### src/rtl/screen_sequencer_pkg.sv
// Shared types and default constants for the screen sequencer.
package screen_pkg;

  // Top-level screen states.
  typedef enum logic [2:0] {
    ST_FADE   = 3'd0,
    ST_TITLE  = 3'd1,
    ST_LAUNCH = 3'd2,
    ST_PLAY   = 3'd3,
    ST_OVER   = 3'd4
  } state_e;

  // Default parameter values.
  localparam logic [7:0] DEF_START_KEY        = 8'h28;
  localparam int         DEF_FADE_STEP_FRAMES = 4;
  localparam int         DEF_BLINK_FRAMES     = 30;
  localparam int         DEF_GAMEOVER_FRAMES  = 180;
  localparam int         DEF_START_LIVES      = 3;

  // Width of the shared per-state frame counter.
  localparam int         FRAME_CNT_W          = 16;

  // Full title brightness.
  localparam logic [3:0] FADE_FULL            = 4'd15;

  // Renderer enables and launch pulse, one bundle per state.
  typedef struct packed {
    logic start_screen;
    logic game_active;
    logic game_over;
    logic game_reset;
  } screen_en_t;

  // Enables seen while held in reset (title path).
  localparam screen_en_t EN_RESET = '{start_screen: 1'b1, default: 1'b0};

  // Map a state to the enables it drives.
  function automatic screen_en_t state_enables(input state_e s);
    screen_en_t en;
    en = '0;
    case (s)
      ST_FADE, ST_TITLE: en.start_screen = 1'b1;
      ST_LAUNCH:         en.game_reset   = 1'b1;
      ST_PLAY:           en.game_active  = 1'b1;
      ST_OVER:           en.game_over    = 1'b1;
      default:           en              = EN_RESET;
    endcase
    return en;
  endfunction

endpackage

### src/rtl/screen_sequencer_if.sv
// Bus between the VGA/game side and the screen sequencer.
interface screen_sequencer_if;
  logic [9:0] DrawX;
  logic [9:0] DrawY;
  logic [7:0] keycode;
  logic       player_dead;
  logic       start_screen;
  logic       game_active;
  logic       game_over;
  logic       game_reset;
  logic       text_blink;
  logic [3:0] fade_level;
  logic [1:0] lives_left;
  logic       frame_tick;

  // System side: supplies raster position, keys and deaths.
  modport master (
    output DrawX, DrawY, keycode, player_dead,
    input  start_screen, game_active, game_over, game_reset,
    input  text_blink, fade_level, lives_left, frame_tick
  );

  // Sequencer side.
  modport slave (
    input  DrawX, DrawY, keycode, player_dead,
    output start_screen, game_active, game_over, game_reset,
    output text_blink, fade_level, lives_left, frame_tick
  );
endinterface

### src/rtl/screen_sequencer_frame_tick_gen.sv
// One-cycle frame pulse when the raster position arrives at (0,0).
module frame_tick_gen
  import screen_pkg::*;
(
  input  logic       vga_clk,
  input  logic       reset_n,
  input  logic [9:0] DrawX,
  input  logic [9:0] DrawY,
  output logic       frame_tick
);

  logic at_origin;
  logic origin_q;
  logic tick_q;

  assign at_origin = (DrawX == 10'd0) && (DrawY == 10'd0);

  // Edge-detect entry into (0,0); out of reset we treat the position as
  // already at the origin so a reset release alone never produces a tick.
  always_ff @(posedge vga_clk or negedge reset_n) begin
    if (!reset_n) begin
      origin_q <= 1'b1;
      tick_q   <= 1'b0;
    end else begin
      origin_q <= at_origin;
      tick_q   <= at_origin & ~origin_q;
    end
  end

  assign frame_tick = tick_q;

endmodule

### src/rtl/screen_sequencer.sv
// Screen flow controller: fade-in, title, launch, play, game over.
module screen_sequencer
  import screen_pkg::*;
#(
  parameter logic [7:0] START_KEY        = DEF_START_KEY,
  parameter int         FADE_STEP_FRAMES = DEF_FADE_STEP_FRAMES,
  parameter int         BLINK_FRAMES     = DEF_BLINK_FRAMES,
  parameter int         GAMEOVER_FRAMES  = DEF_GAMEOVER_FRAMES,
  parameter int         START_LIVES      = DEF_START_LIVES
) (
  input logic               vga_clk,
  input logic               reset_n,
  screen_sequencer_if.slave bus
);

  localparam logic [FRAME_CNT_W-1:0] FADE_STEP_CNT = FRAME_CNT_W'(FADE_STEP_FRAMES);
  localparam logic [FRAME_CNT_W-1:0] BLINK_CNT     = FRAME_CNT_W'(BLINK_FRAMES);
  localparam logic [FRAME_CNT_W-1:0] OVER_CNT      = FRAME_CNT_W'(GAMEOVER_FRAMES);
  localparam logic [FRAME_CNT_W-1:0] CNT_ONE       = FRAME_CNT_W'(1);
  localparam logic [1:0]             LIVES_INIT    = 2'(START_LIVES);

  state_e                 state_q, state_d;
  logic [FRAME_CNT_W-1:0] cnt_q, cnt_d;
  logic [FRAME_CNT_W-1:0] cnt_inc;
  logic [3:0]             fade_q, fade_d;
  logic                   blink_q, blink_d;
  logic [1:0]             lives_q, lives_d;
  logic                   armed_q, armed_d;
  logic [7:0]             key_prev_q;
  screen_en_t             en_q;
  logic                   frame_tick;
  logic                   key_is_start;
  logic                   start_press;

  frame_tick_gen u_tick (
    .vga_clk    (vga_clk),
    .reset_n    (reset_n),
    .DrawX      (bus.DrawX),
    .DrawY      (bus.DrawY),
    .frame_tick (frame_tick)
  );

  assign key_is_start = (bus.keycode == START_KEY);
  assign start_press  = key_is_start && (key_prev_q != START_KEY);
  assign cnt_inc      = cnt_q + CNT_ONE;

  // Next-state, counter, fade, blink, lives and arming decisions.
  always_comb begin
    state_d = state_q;
    cnt_d   = cnt_q;
    fade_d  = fade_q;
    blink_d = blink_q;
    lives_d = lives_q;
    armed_d = armed_q;

    case (state_q)
      ST_FADE: begin
        // Presses are ignored here and never arm the title.
        if (frame_tick) begin
          if (cnt_inc == FADE_STEP_CNT) begin
            cnt_d = '0;
            if (fade_q == FADE_FULL) begin
              state_d = ST_TITLE;
            end else begin
              fade_d = fade_q + 4'd1;
            end
          end else begin
            cnt_d = cnt_inc;
          end
        end
      end

      ST_TITLE: begin
        fade_d = FADE_FULL;
        if (!key_is_start) begin
          armed_d = 1'b1;
        end
        if (start_press && armed_q) begin
          state_d = ST_LAUNCH;
        end else if (frame_tick) begin
          if (cnt_inc == BLINK_CNT) begin
            cnt_d   = '0;
            blink_d = ~blink_q;
          end else begin
            cnt_d = cnt_inc;
          end
        end
      end

      ST_LAUNCH: begin
        state_d = ST_PLAY;
      end

      ST_PLAY: begin
        if (bus.player_dead) begin
          if (lives_q > 2'd1) begin
            lives_d = lives_q - 2'd1;
          end else begin
            lives_d = 2'd0;
            state_d = ST_OVER;
          end
        end
      end

      ST_OVER: begin
        if (frame_tick) begin
          if (cnt_inc == OVER_CNT) begin
            state_d = ST_FADE;
            fade_d  = 4'd0;
            blink_d = 1'b0;
          end else begin
            cnt_d = cnt_inc;
          end
        end
      end

      default: begin
        state_d = ST_FADE;
        fade_d  = 4'd0;
        blink_d = 1'b0;
      end
    endcase

    // Every state starts its count from zero; a tick landing on the
    // transition is swallowed. Arming is only meaningful inside one TITLE visit.
    if (state_d != state_q) begin
      cnt_d   = '0;
      armed_d = 1'b0;
    end

    if (state_d == ST_LAUNCH) begin
      lives_d = LIVES_INIT;
    end
  end

  // State and output registers; enables follow the state being entered.
  always_ff @(posedge vga_clk or negedge reset_n) begin
    if (!reset_n) begin
      state_q    <= ST_FADE;
      cnt_q      <= '0;
      fade_q     <= 4'd0;
      blink_q    <= 1'b0;
      lives_q    <= 2'd0;
      armed_q    <= 1'b0;
      key_prev_q <= 8'h00;
      en_q       <= EN_RESET;
    end else begin
      state_q    <= state_d;
      cnt_q      <= cnt_d;
      fade_q     <= fade_d;
      blink_q    <= blink_d;
      lives_q    <= lives_d;
      armed_q    <= armed_d;
      key_prev_q <= bus.keycode;
      en_q       <= state_enables(state_d);
    end
  end

  assign bus.start_screen = en_q.start_screen;
  assign bus.game_active  = en_q.game_active;
  assign bus.game_over    = en_q.game_over;
  assign bus.game_reset   = en_q.game_reset;
  assign bus.text_blink   = blink_q;
  assign bus.fade_level   = fade_q;
  assign bus.lives_left   = lives_q;
  assign bus.frame_tick   = frame_tick;

endmodule

### src/flat_wrapper.sv
// flat-port wrapper written by rule: the top's interface ports become plain ports
module screen_sequencer_flat import screen_pkg::*;
#(
  parameter logic [7:0] START_KEY        = DEF_START_KEY,
  parameter int         FADE_STEP_FRAMES = DEF_FADE_STEP_FRAMES,
  parameter int         BLINK_FRAMES     = DEF_BLINK_FRAMES,
  parameter int         GAMEOVER_FRAMES  = DEF_GAMEOVER_FRAMES,
  parameter int         START_LIVES      = DEF_START_LIVES
)
  (vga_clk, reset_n, bus_DrawX, bus_DrawY, bus_keycode, bus_player_dead, bus_start_screen, bus_game_active, bus_game_over, bus_game_reset, bus_text_blink, bus_fade_level, bus_lives_left, bus_frame_tick);
  screen_sequencer_if bus_i ();
  input logic vga_clk;
  input logic reset_n;
  input wire logic [$bits(bus_i.DrawX)-1:0] bus_DrawX;
  input wire logic [$bits(bus_i.DrawY)-1:0] bus_DrawY;
  input wire logic [$bits(bus_i.keycode)-1:0] bus_keycode;
  input wire logic [$bits(bus_i.player_dead)-1:0] bus_player_dead;
  output wire logic [$bits(bus_i.start_screen)-1:0] bus_start_screen;
  output wire logic [$bits(bus_i.game_active)-1:0] bus_game_active;
  output wire logic [$bits(bus_i.game_over)-1:0] bus_game_over;
  output wire logic [$bits(bus_i.game_reset)-1:0] bus_game_reset;
  output wire logic [$bits(bus_i.text_blink)-1:0] bus_text_blink;
  output wire logic [$bits(bus_i.fade_level)-1:0] bus_fade_level;
  output wire logic [$bits(bus_i.lives_left)-1:0] bus_lives_left;
  output wire logic [$bits(bus_i.frame_tick)-1:0] bus_frame_tick;
  assign bus_i.DrawX = bus_DrawX;
  assign bus_i.DrawY = bus_DrawY;
  assign bus_i.keycode = bus_keycode;
  assign bus_i.player_dead = bus_player_dead;
  assign bus_start_screen = bus_i.start_screen;
  assign bus_game_active = bus_i.game_active;
  assign bus_game_over = bus_i.game_over;
  assign bus_game_reset = bus_i.game_reset;
  assign bus_text_blink = bus_i.text_blink;
  assign bus_fade_level = bus_i.fade_level;
  assign bus_lives_left = bus_i.lives_left;
  assign bus_frame_tick = bus_i.frame_tick;
  screen_sequencer #(.START_KEY(START_KEY), .FADE_STEP_FRAMES(FADE_STEP_FRAMES), .BLINK_FRAMES(BLINK_FRAMES), .GAMEOVER_FRAMES(GAMEOVER_FRAMES), .START_LIVES(START_LIVES)) u_core (.vga_clk(vga_clk), .reset_n(reset_n), .bus(bus_i));
endmodule
### config.mk
export PLATFORM = sky130hd
export DESIGN_NAME = screen_sequencer_flat
export DESIGN_NICKNAME = d
export VERILOG_FILES = /design/src/rtl/screen_sequencer_pkg.sv /design/src/rtl/screen_sequencer_if.sv /design/src/rtl/screen_sequencer_frame_tick_gen.sv /design/src/rtl/screen_sequencer.sv /design/src/flat_wrapper.sv
export SDC_FILE = /design/constraint.sdc
export NUM_CORES = 1
export LEC_CHECK = 0
export CORE_MARGIN = 1
export CORE_UTILIZATION = 30
export CTS_CLUSTER_DIAMETER = 80
export DETAILED_ROUTE_END_ITERATION = 16
export PLACE_DENSITY_LB_ADDON = 0.08
export RECOVER_POWER = 50
export SLEW_MARGIN = 20
export SYNTH_ARGS = -nofsm -noshare
export SYNTH_HDL_FRONTEND = slang
export SYNTH_SLANG_ARGS = --single-unit
### constraint.sdc
create_clock -name vga_clk -period 5.6 [get_ports vga_clk]
set_input_delay 1.68 -clock vga_clk [delete_from_list [all_inputs] [get_ports vga_clk]]
set_output_delay 1.68 -clock vga_clk [all_outputs]
set_load 0.05 [all_outputs]
## Word-level counts from Yosys, hierarchy flattened

Index checks and enable logic that the tools add are counted.

| word-level totals | value |
|---|---|
| register bits | 41 |
| input bits | 31 |
| word-level logic and storage cells | 109 |

| cells by class | value |
|---|---|
| add/sub/neg operators | 3 |
| magnitude comparators | 1 |
| eq/ne operators | 28 |
| mux-type cells | 41 |
| bitwise logic cells | 5 |
| reduce and logical (&&, ||, !) cells | 18 |

Operators with widths:

| operator | number |
|---|---|
| $mux W16 | 8 |
| $pmux W16 S3 | 1 |
| $mux W3 | 8 |
| $logic_not A10 Y1 | 2 |
| $mux W4 | 5 |
| $reduce_and A6 Y1 | 3 |
| $add A16 B1 Y16 const B | 1 |
| $eq A16 B3 Y1 const B | 1 |
| $eq A16 B5 Y1 const B | 1 |
| $eq A16 B8 Y1 const B | 1 |
| $pmux W4 S4 | 1 |
| $pmux W3 S5 | 1 |
| $eq A3 B2 Y1 const B | 4 |
| $mux W1 | 12 |
| $ne A2 B2 Y1 const B | 6 |
| $ne A3 B2 Y1 const B | 3 |
| $eq A8 B6 Y1 const B | 1 |
| $mux W2 | 4 |
| $ne A8 B6 Y1 const B | 1 |
| $eq A3 B3 Y1 const B | 2 |
| $ne A2 B1 Y1 const B | 3 |
| $ne A3 B3 Y1 const B | 2 |
| $reduce_bool A2 Y1 | 3 |
| $reduce_or A3 Y1 | 2 |
| other kinds (14) | 20 |

## Depth between registers and ports, before layout

Gate-level depths: netlist of the first run.

| logic depth | value |
|---|---|
| depth in word-level cells | 8 |
| mapped depth | 12 |
| gate-level depth less buffers | 8 |

## Modules after synthesis

Synthesis of the first run repeated with hierarchy kept, for this count alone.

| second synthesis, totals | value |
|---|---|
| cells, all modules | 301 |
| area total of the unflattened synthesis | 2849.0 sq um |

By module, submodules not included:

| module | times used | cells each | area each (sq um) |
|---|---|---|---|
| screen_sequencer | 1 | 290 | 2731.4 |
| frame_tick_gen | 1 | 11 | 117.6 |

## Worst setup path after synthesis of the first run

OpenSTA, ideal clock, no wires.

| timing | value |
|---|---|
| path type | input to register |
| start | input port bus_keycode[1] |
| end | register u_core.cnt_q[10] |
| setup time | 0.082 ns |
| data arrival time | 3.196 ns |
| data required time | 5.518 ns |
| path slack | 2.322 ns |
| cell stages on the path | 7 |
| path through | nor4b_1 o2111a_1 nand2_2 nand2_2 clkbuf_1 a221oi_1 o22ai_1 |

| on the way | value |
|---|---|
| word-level cells in the longest chain between the ends | 8 |
| elaborated cells on any way between the ends | 14 |

Ends and longest elaborated chain:

| element | RTL line | RTL |
|---|---|---|
| start: declaration | flat_wrapper.sv:16 | `input wire logic [$bits(bus_i.keycode)-1:0] bus_keycode;` |
| $eq A8 B6 Y1 (*) | screen_sequencer.sv:43 | `assign key_is_start = (bus.keycode == START_KEY);` |
| $logic_and A1 B1 Y1 (*) | screen_sequencer.sv:44 | `assign start_press = key_is_start && (key_prev_q != START_KEY);` |
| $logic_and A1 B1 Y1 (*) | screen_sequencer.sv:78 | `if (start_press && armed_q) begin` |
| $mux W3 | screen_sequencer.sv:78 |  |
| $pmux W3 S5 | screen_sequencer.sv:56 | `case (state_q)` |
| $ne A3 B3 Y1 | screen_sequencer.sv:126 | `if (state_d != state_q) begin` |
| $ne A3 B3 Y1 (no source line), or another cell as far along | - |  |
| $reduce_and A6 Y1 (no source line) | - |  |
| end signal: assignment | screen_sequencer.sv:149 | `cnt_q <= cnt_d;` |
| end: declaration | screen_sequencer.sv:23 | `logic [FRAME_CNT_W-1:0] cnt_q, cnt_d;` |

Mark *: on every way between the ends. The rest lies on a longest branch, timed or not.
A chain may end at the register's enable or synchronous reset.

## Final worst setup path of the first run

| timing | value |
|---|---|
| start | input port bus_keycode[1] |
| end | register u_core.cnt_q[6] |

The elaborated chain is that of the path after synthesis.

==> flow_summary.yaml, run 1 <==
synth:
  synthCells: 307
  syn_area_um2: 2780
  synth_ff_type: "dfrtp_1"
  yosys_warnings: 0
  synth.yosys.seq_area_share: 0.370
  synth.avg_cell_area_um2: 9.05
  post_synth_num_cell_types: 69
  synth_edf_count: 0
  synth-seq-cells: 41
  synthArstFlopShare: 1.00
  syn_nets: 342
clock_network:
  h-tree-depth: 2
  cts.sinks: 41
  clk_latency_ns: 0.30
  cts_tree: "built"
  cts_hold_buf: 0
  post-cts-setup-buffers: 0
  path_clk_slew_ns: 0.09
  numCtsBuffers: 5
  cts_resized: 0
  ctsLongestPathBuffers: 2
  root_buffer: "clkbuf_8"
hold_path:
  whs_path_depth: 2
  hold_start: "u_core.bus.lives_left[0]"
  hold_end: "u_core.bus.lives_left[0]"
  hold_path.class: "flop to flop"
pwr:
  sequentialPowerShare: 0.393
  clock_power_share: 0.310
  intPower_w: 0.000613
  power_switching_w: 0.000341
  switching_share: 0.358
  p_leak_nw: 1.27
  ir_drop_v: 0.000186
  p_per_area_nw_per_um2: 284
  comb_power_share: 0.298
  finalPower_w: 0.000954
placed_design:
  dp_hpwl_um: 5370
  gp_congestion: 0.778
  place.port_buffers: 42
die:
  start_util: 0.314
  io-pin-count: 43
  row_count: 34
  die_h_um: 98.2
  core_um2: 8850
  die-area_um2: 9650
  die_x_um: 98.2
final_layout:
  final_cell_mix: "dfrtp_1, clkdlybuf4s50_1, nand2_1"
  final_common_cell: "dfrtp_1"
  n_antenna_cell: 0
  drive_gt1_frac: 0.101
  area_growth_pct: 20.8
  nets: 371
setup_path:
  cp_slowest_cell: "dlygate4sd3_1"
  cp_data_arrival_time_ns: 4.08
  r2r_cells: 8
  r2r-start: "u_core.cnt_q[1]"
  r2r_end: "u_core.cnt_q[9]"
  critPathKind: "input pin to flop"
  cp_slowest_stage_delay_ns: 0.55
  cp_common_cell: "nand2_2"
  required_ns: 5.77
  critPathTopFamily: "simple AND/OR/NAND/NOR gates"
  crit_chain: "dlygate4sd3_1 > nor4b_1 > o2111a_1 > nand2_2 > nand2_2 > nor4_1 > a311oi_1 > a21oi_1"
  r2r_slack_ns: 2.23
  crit_fanout: 18
  worstSetupStartpoint: "bus_keycode[1]"
  crit_path_start_kind: "input pin"
  cp_num_buf_inv: 1
  critPathCaptureType: "flop"
detailed_routing:
  drt-initial-drc-count: 99
  wl_per_cell_um: 17.3
  ant_nets: 0
  viasPerCell: 5.62
  wl_um: 7710
  first_pass_iters: 6
  vias: 2502
  drc: 0
flow_run:
  cap_violations: 1
global_route:
  grt_use_total: 0.166
  overflow: 0
  grt_max_degree: 42
  grt_pass1_vias: 2556
  antenna_found_initial: 0
  grt_pass1_wl_um: 12800
timing:
  slew_viol_final: 42
  hold_viol_final: 0
  rsz0062_at_grt: "no"
  finalClockSkew_ns: 0.0110
  fmax_mhz: 256
  tightest_slew_ns: 2.31
  setup_viol: 0
  fin_crit_ns: 3.91
  tns_ns: 0
  post-route-period-util: 0.698
  max_slew_margin: -0.539
run_status:
  status: "finished with violations"
  violations: "max-capacitance violations, max-slew violations"
## cell families after synthesis
group | count (synthesis) | share of synthesized area
flip-flops | 41 | 0.370
XOR/XNOR | 4 | 0.0126
buffers and inverters | 33 | 0.0568
adder cells (fa/ha/maj) | 4 | 0.0180
multiplexers | 5 | 0.0185
AO/OA/AOI/OAI | 87 | 0.250
AND/OR/NAND/NOR | 133 | 0.274
## flip-flops by register name (all words and copies together), names as in the netlist
name,count
u_core.key_prev_q,8
u_core.bus.text_blink,1
u_core.bus.lives_left,2
u_core.armed_q,1
u_core.bus.game_reset,1
u_core.cnt_q,16
u_core.u_tick.frame_tick,1
u_core.state_q,3
u_core.u_tick.origin_q,1
u_core.bus.game_over,1
u_core.bus.fade_level,4
u_core.bus.start_screen,1
u_core.bus.game_active,1
## tightest hold or removal path: stages (launching register included)
cell	delay [ns]
dfrtp_1	0.40
nand2_1	0.06
nand3_1	0.08
## per-layer routing
metal	GRT usage	vias to the layer above	wire (µm)
met3	0.0215	9	269
met2	0.264	59	3390
met4	0.0402	0	74
met1	0.239	1202	3980
li1	-	1232	-
met5	0	-	0
## cell type report
type | count | area [µm²]
Clock buffer | 5 | 68.8
Clock inverter | 3 | 68.8
Fill cell | 912 | 5490
Inverter | 13 | 48.8
Multi-Input combinational cell | 233 | 1590
Sequential cell | 41 | 1030
Tap cell | 108 | 135
Timing Repair Buffer | 42 | 414
## through the flow
step / area, µm² / setup WS, ns / std cells / hold WS, ns / util
after floorplan: 2780 / 2.32 / 307 / 0.484 / -
after global placement: 3220 / 1.57 / 437 / 0.532 / 0.364
after detailed placement: 3220 / 1.53 / 437 / 0.552 / 0.364
after CTS: 3360 / 1.86 / 445 / 0.584 / 0.379
after global routing: 3360 / 1.48 / 445 / 0.607 / 0.379
final: 3360 / 1.69 / 445 / 0.573 / 0.379
## worst max path at each step
stage	slack, ns	cells after the start	endpoint
5_1_grt	1.48	8	u_core.cnt_q[6]
3_3_place_gp	1.57	8	u_core.cnt_q[5]
6_report	1.69	8	u_core.cnt_q[6]
4_1_cts	1.86	8	u_core.armed_q
3_5_place_dp	1.53	8	u_core.cnt_q[6]
2_1_floorplan	2.32	7	u_core.cnt_q[10]
## cells in the mapped netlist, drive strengths merged, types with 2 or more instances
cell type	number	area, µm²
and4b	2	20.0
mux2i	4	40.0
a311oi	3	32.5
and3b	2	17.5
a22oi	3	22.5
o21ai	16	95.1
o32ai	2	17.5
nand3	16	85.1
a21boi	2	15.0
a221oi	8	70.1
nand2	32	128
a21oi	11	70.1
nor2	21	78.8
o2111ai	3	26.3
o21a	3	22.5
buf	9	67.6
nand3b	3	22.5
or2	9	56.3
o31ai	2	28.8
and4	6	55.1
or3	3	18.8
nor4	9	56.3
a2111oi	3	35.0
o41ai	2	36.3
nand4	6	52.6
dfrtp	39	976
o211a	2	20.0
clkbuf	11	41.3
ha	4	50.1
inv	13	48.8
nor4b	2	17.5
or4	4	33.8
xnor2	4	35.0
o311a	2	20.0
o211ai	8	60.1
dfstp	2	52.6
nand2b	2	12.5
a31oi	4	25.0
a21o	2	15.0
and3	3	18.8
nor3	7	35.0
or4b	2	20.0
o22ai	7	43.8
## power by group through the flow
| stage | Combinational, W | Clock, W | Sequential, W |
|---|---|---|---|
| after floorplan | 0.000154 | 0 | 0.000410 |
| after global placement | 0.000287 | 0 | 0.000380 |
| after detailed placement | 0.000288 | 0 | 0.000381 |
| after CTS | 0.000289 | 0.000304 | 0.000375 |
| after global routing | 0.000310 | 0.000315 | 0.000379 |
| final | 0.000284 | 0.000295 | 0.000375 |
No activity file was read; power rests on OpenSTA's default activity.
==> inputs of run 2 (changes only) <==
==> constraint.sdc (replaced) <==
create_clock -name vga_clk -period 3.95 [get_ports vga_clk]
set_input_delay 1.185 -clock vga_clk [delete_from_list [all_inputs] [get_ports vga_clk]]
set_output_delay 1.185 -clock vga_clk [all_outputs]
set_load 0.05 [all_outputs]
==> run 2 against run 1 <==
Sequential power is 36% higher. Wire length shrank 2.2%. Highest routed layer unchanged. Register-to-register slack lost 1.7 ns. Non-clock buffer count increased by 2. Die area unchanged. The flow still finishes with violations (max-capacitance violations, max-slew violations). Global-route usage about the same.
==> flow_summary.yaml, run 2 (synthesized netlist as in run 1, its figures left out) <==
pwr:
  sequentialPowerShare: 0.411
  ir_drop_v: 0.000300
  p_leak_nw: 1.25
  clock_power_share: 0.245
  switching_share: 0.395
  power_switching_w: 0.000489
  comb_power_share: 0.343
  p_per_area_nw_per_um2: 372
  intPower_w: 0.000749
die:
  io-pin-count: 43
  core_um2: 8850
  die-area_um2: 9650
  start_util: 0.314
  row_count: 34
  die_x_um: 98.2
  die_h_um: 98.2
clock_network:
  h-tree-depth: 2
  cts.sinks: 41
  numCtsBuffers: 5
  cts_tree: "built"
  cts_hold_buf: 0
  cts_resized: 0
  path_clk_slew_ns: 0.10
  root_buffer: "clkbuf_8"
  clk_latency_ns: 0.31
  post-cts-setup-buffers: 0
  ctsLongestPathBuffers: 2
flow_run:
  cap_violations: 1
timing:
  fmax_mhz: 293
  max_slew_margin: -0.555
  hold_viol_final: 0
  finalClockSkew_ns: 0.0104
  slew_viol_final: 42
  tightest_slew_ns: 2.33
  rsz0062_at_grt: "no"
  setup_viol: 0
  fin_crit_ns: 3.41
  post-route-period-util: 0.864
  tns_ns: 0
  hold_slack_ns: 0.554
setup_path:
  cp_slowest_stage_delay_ns: 0.56
  cp_slowest_cell: "dfrtp_1"
  worstSetupStartpoint: "u_core.cnt_q[0]"
  crit_fanout: 10
  crit_path_start_kind: "flop"
  r2r-start: "u_core.cnt_q[0]"
  cp_data_arrival_time_ns: 3.60
  required_ns: 4.14
  critPathKind: "flop to flop"
  cp_num_buf_inv: 0
  crit_chain: "ha_1 > and3_1 > nand4_1 > o21ai_0 > and4_1 > nand3_1 > a221oi_1 > o22ai_1"
  critPathCaptureType: "flop"
  critPathTopFamily: "simple AND/OR/NAND/NOR gates"
final_layout:
  n_antenna_cell: 0
  fillCellCount: 904
  drive_gt1_frac: 0.106
  final_common_cell: "dfrtp_1"
  nets: 373
  final_cell_mix: "dfrtp_1, clkdlybuf4s50_1, nand2_1"
  largest_reg_flops: 16
  top_register: "u_core.cnt_q"
  area_growth_pct: 19.8
detailed_routing:
  vias: 2507
  first_pass_iters: 6
  viasPerCell: 5.61
  wl_per_cell_um: 16.9
  ant_nets: 0
  wl_um: 7540
  drt-initial-drc-count: 146
  drc: 0
placed_design:
  place.port_buffers: 42
  dp_hpwl_um: 5430
  gp_congestion: 0.788
global_route:
  antenna_found_initial: 0
  grt_pass1_vias: 2479
  grt_max_degree: 42
  grt_use_total: 0.166
  grt_pass1_wl_um: 12700
  overflow: 0
run_status:
  violations: "max-capacitance violations, max-slew violations"
  status: "finished with violations"
hold_path:
  hold_path.class: "flop to flop"
  hold_start: "u_core.armed_q"
==> run 2: cell types whose count changed in the layout (fill, tap and decap cells not counted), sizes merged <==
cell,delta
clkdlybuf4s50,+3
dlygate4sd3,-3
buf,+2
bufinv,-2
clkinv,+1
clkinvlp,+1
==> run 2: power by group through the flow <==
stage | combinational, W | sequential (W) | clock, W
2_1_floorplan | 0.000219 | 0.000581 | 0
3_3_place_gp | 0.000434 | 0.000518 | 0
3_5_place_dp | 0.000430 | 0.000517 | 0
4_1_cts | 0.000432 | 0.000509 | 0.000316
5_1_grt | 0.000467 | 0.000517 | 0.000332
6_report | 0.000425 | 0.000509 | 0.000304
==> run 2: final timing paths <==
path	end	slack, ns	depth (start not counted)
max	u_core.cnt_q[9]	0.54	8
min	u_core.armed_q	0.55	2
max reg2reg	u_core.cnt_q[9]	0.54	8
min reg2reg	u_core.armed_q	0.55	2
max in group asynchronous	u_core.cnt_q[11]	1.06	1
min in group asynchronous	u_core.bus.fade_level[0]	1.57	1
==> run 2: layout make-up <==
class,instances,area (µm²),share of cell area
multi-input cells,233,1590,0.478
flip-flops and latches,41,1030,0.309
repair buffers,44,429,0.129
well taps,108,135,0.0406
clock buffers,5,68.8,0.0207
inverters,13,48.8,0.0147
clock inverters,3,25.0,0.00752
==> run 2: worst min-delay path, cell delays in order, from the launching register on <==
cell and delay [ns]:
dfrtp_1 0.39, a21oi_1 0.05, nor2_1 0.08
==> run 2: per-layer routing <==
layer,GRT usage,share of wire,up-vias
li1,-,-,1235
met1,0.240,0.51,1191
met5,0,0,-
met4,0.0563,0.012,0
met3,0.0265,0.041,7
met2,0.251,0.43,74
==> run 2: metrics by stage <==
step	power, W	instances	area [µm²]	utilization	setup slack, ns
after global placement	0.000951	439	3230	0.366	0.411
final	0.00124	447	3330	0.376	0.536
after detailed placement	0.000947	439	3230	0.366	0.349
after floorplan	0.000800	307	2780	-	1.17
after CTS	0.00126	447	3330	0.376	0.610
after global routing	0.00132	447	3330	0.376	0.250
==> inputs of run 3 (changes only) <==
--- a/config.mk
+++ b/config.mk
@@ -11,6 +11,7 @@
 export DETAILED_ROUTE_END_ITERATION = 16
 export PLACE_DENSITY_LB_ADDON = 0.08
 export RECOVER_POWER = 50
+export SKIP_CTS_REPAIR_TIMING = 1
 export SLEW_MARGIN = 20
 export SYNTH_ARGS = -nofsm -noshare
 export SYNTH_HDL_FRONTEND = slang
==> results of run 3 <==
Same layout as run 2: the final DEF is identical, and so are final timing and power.
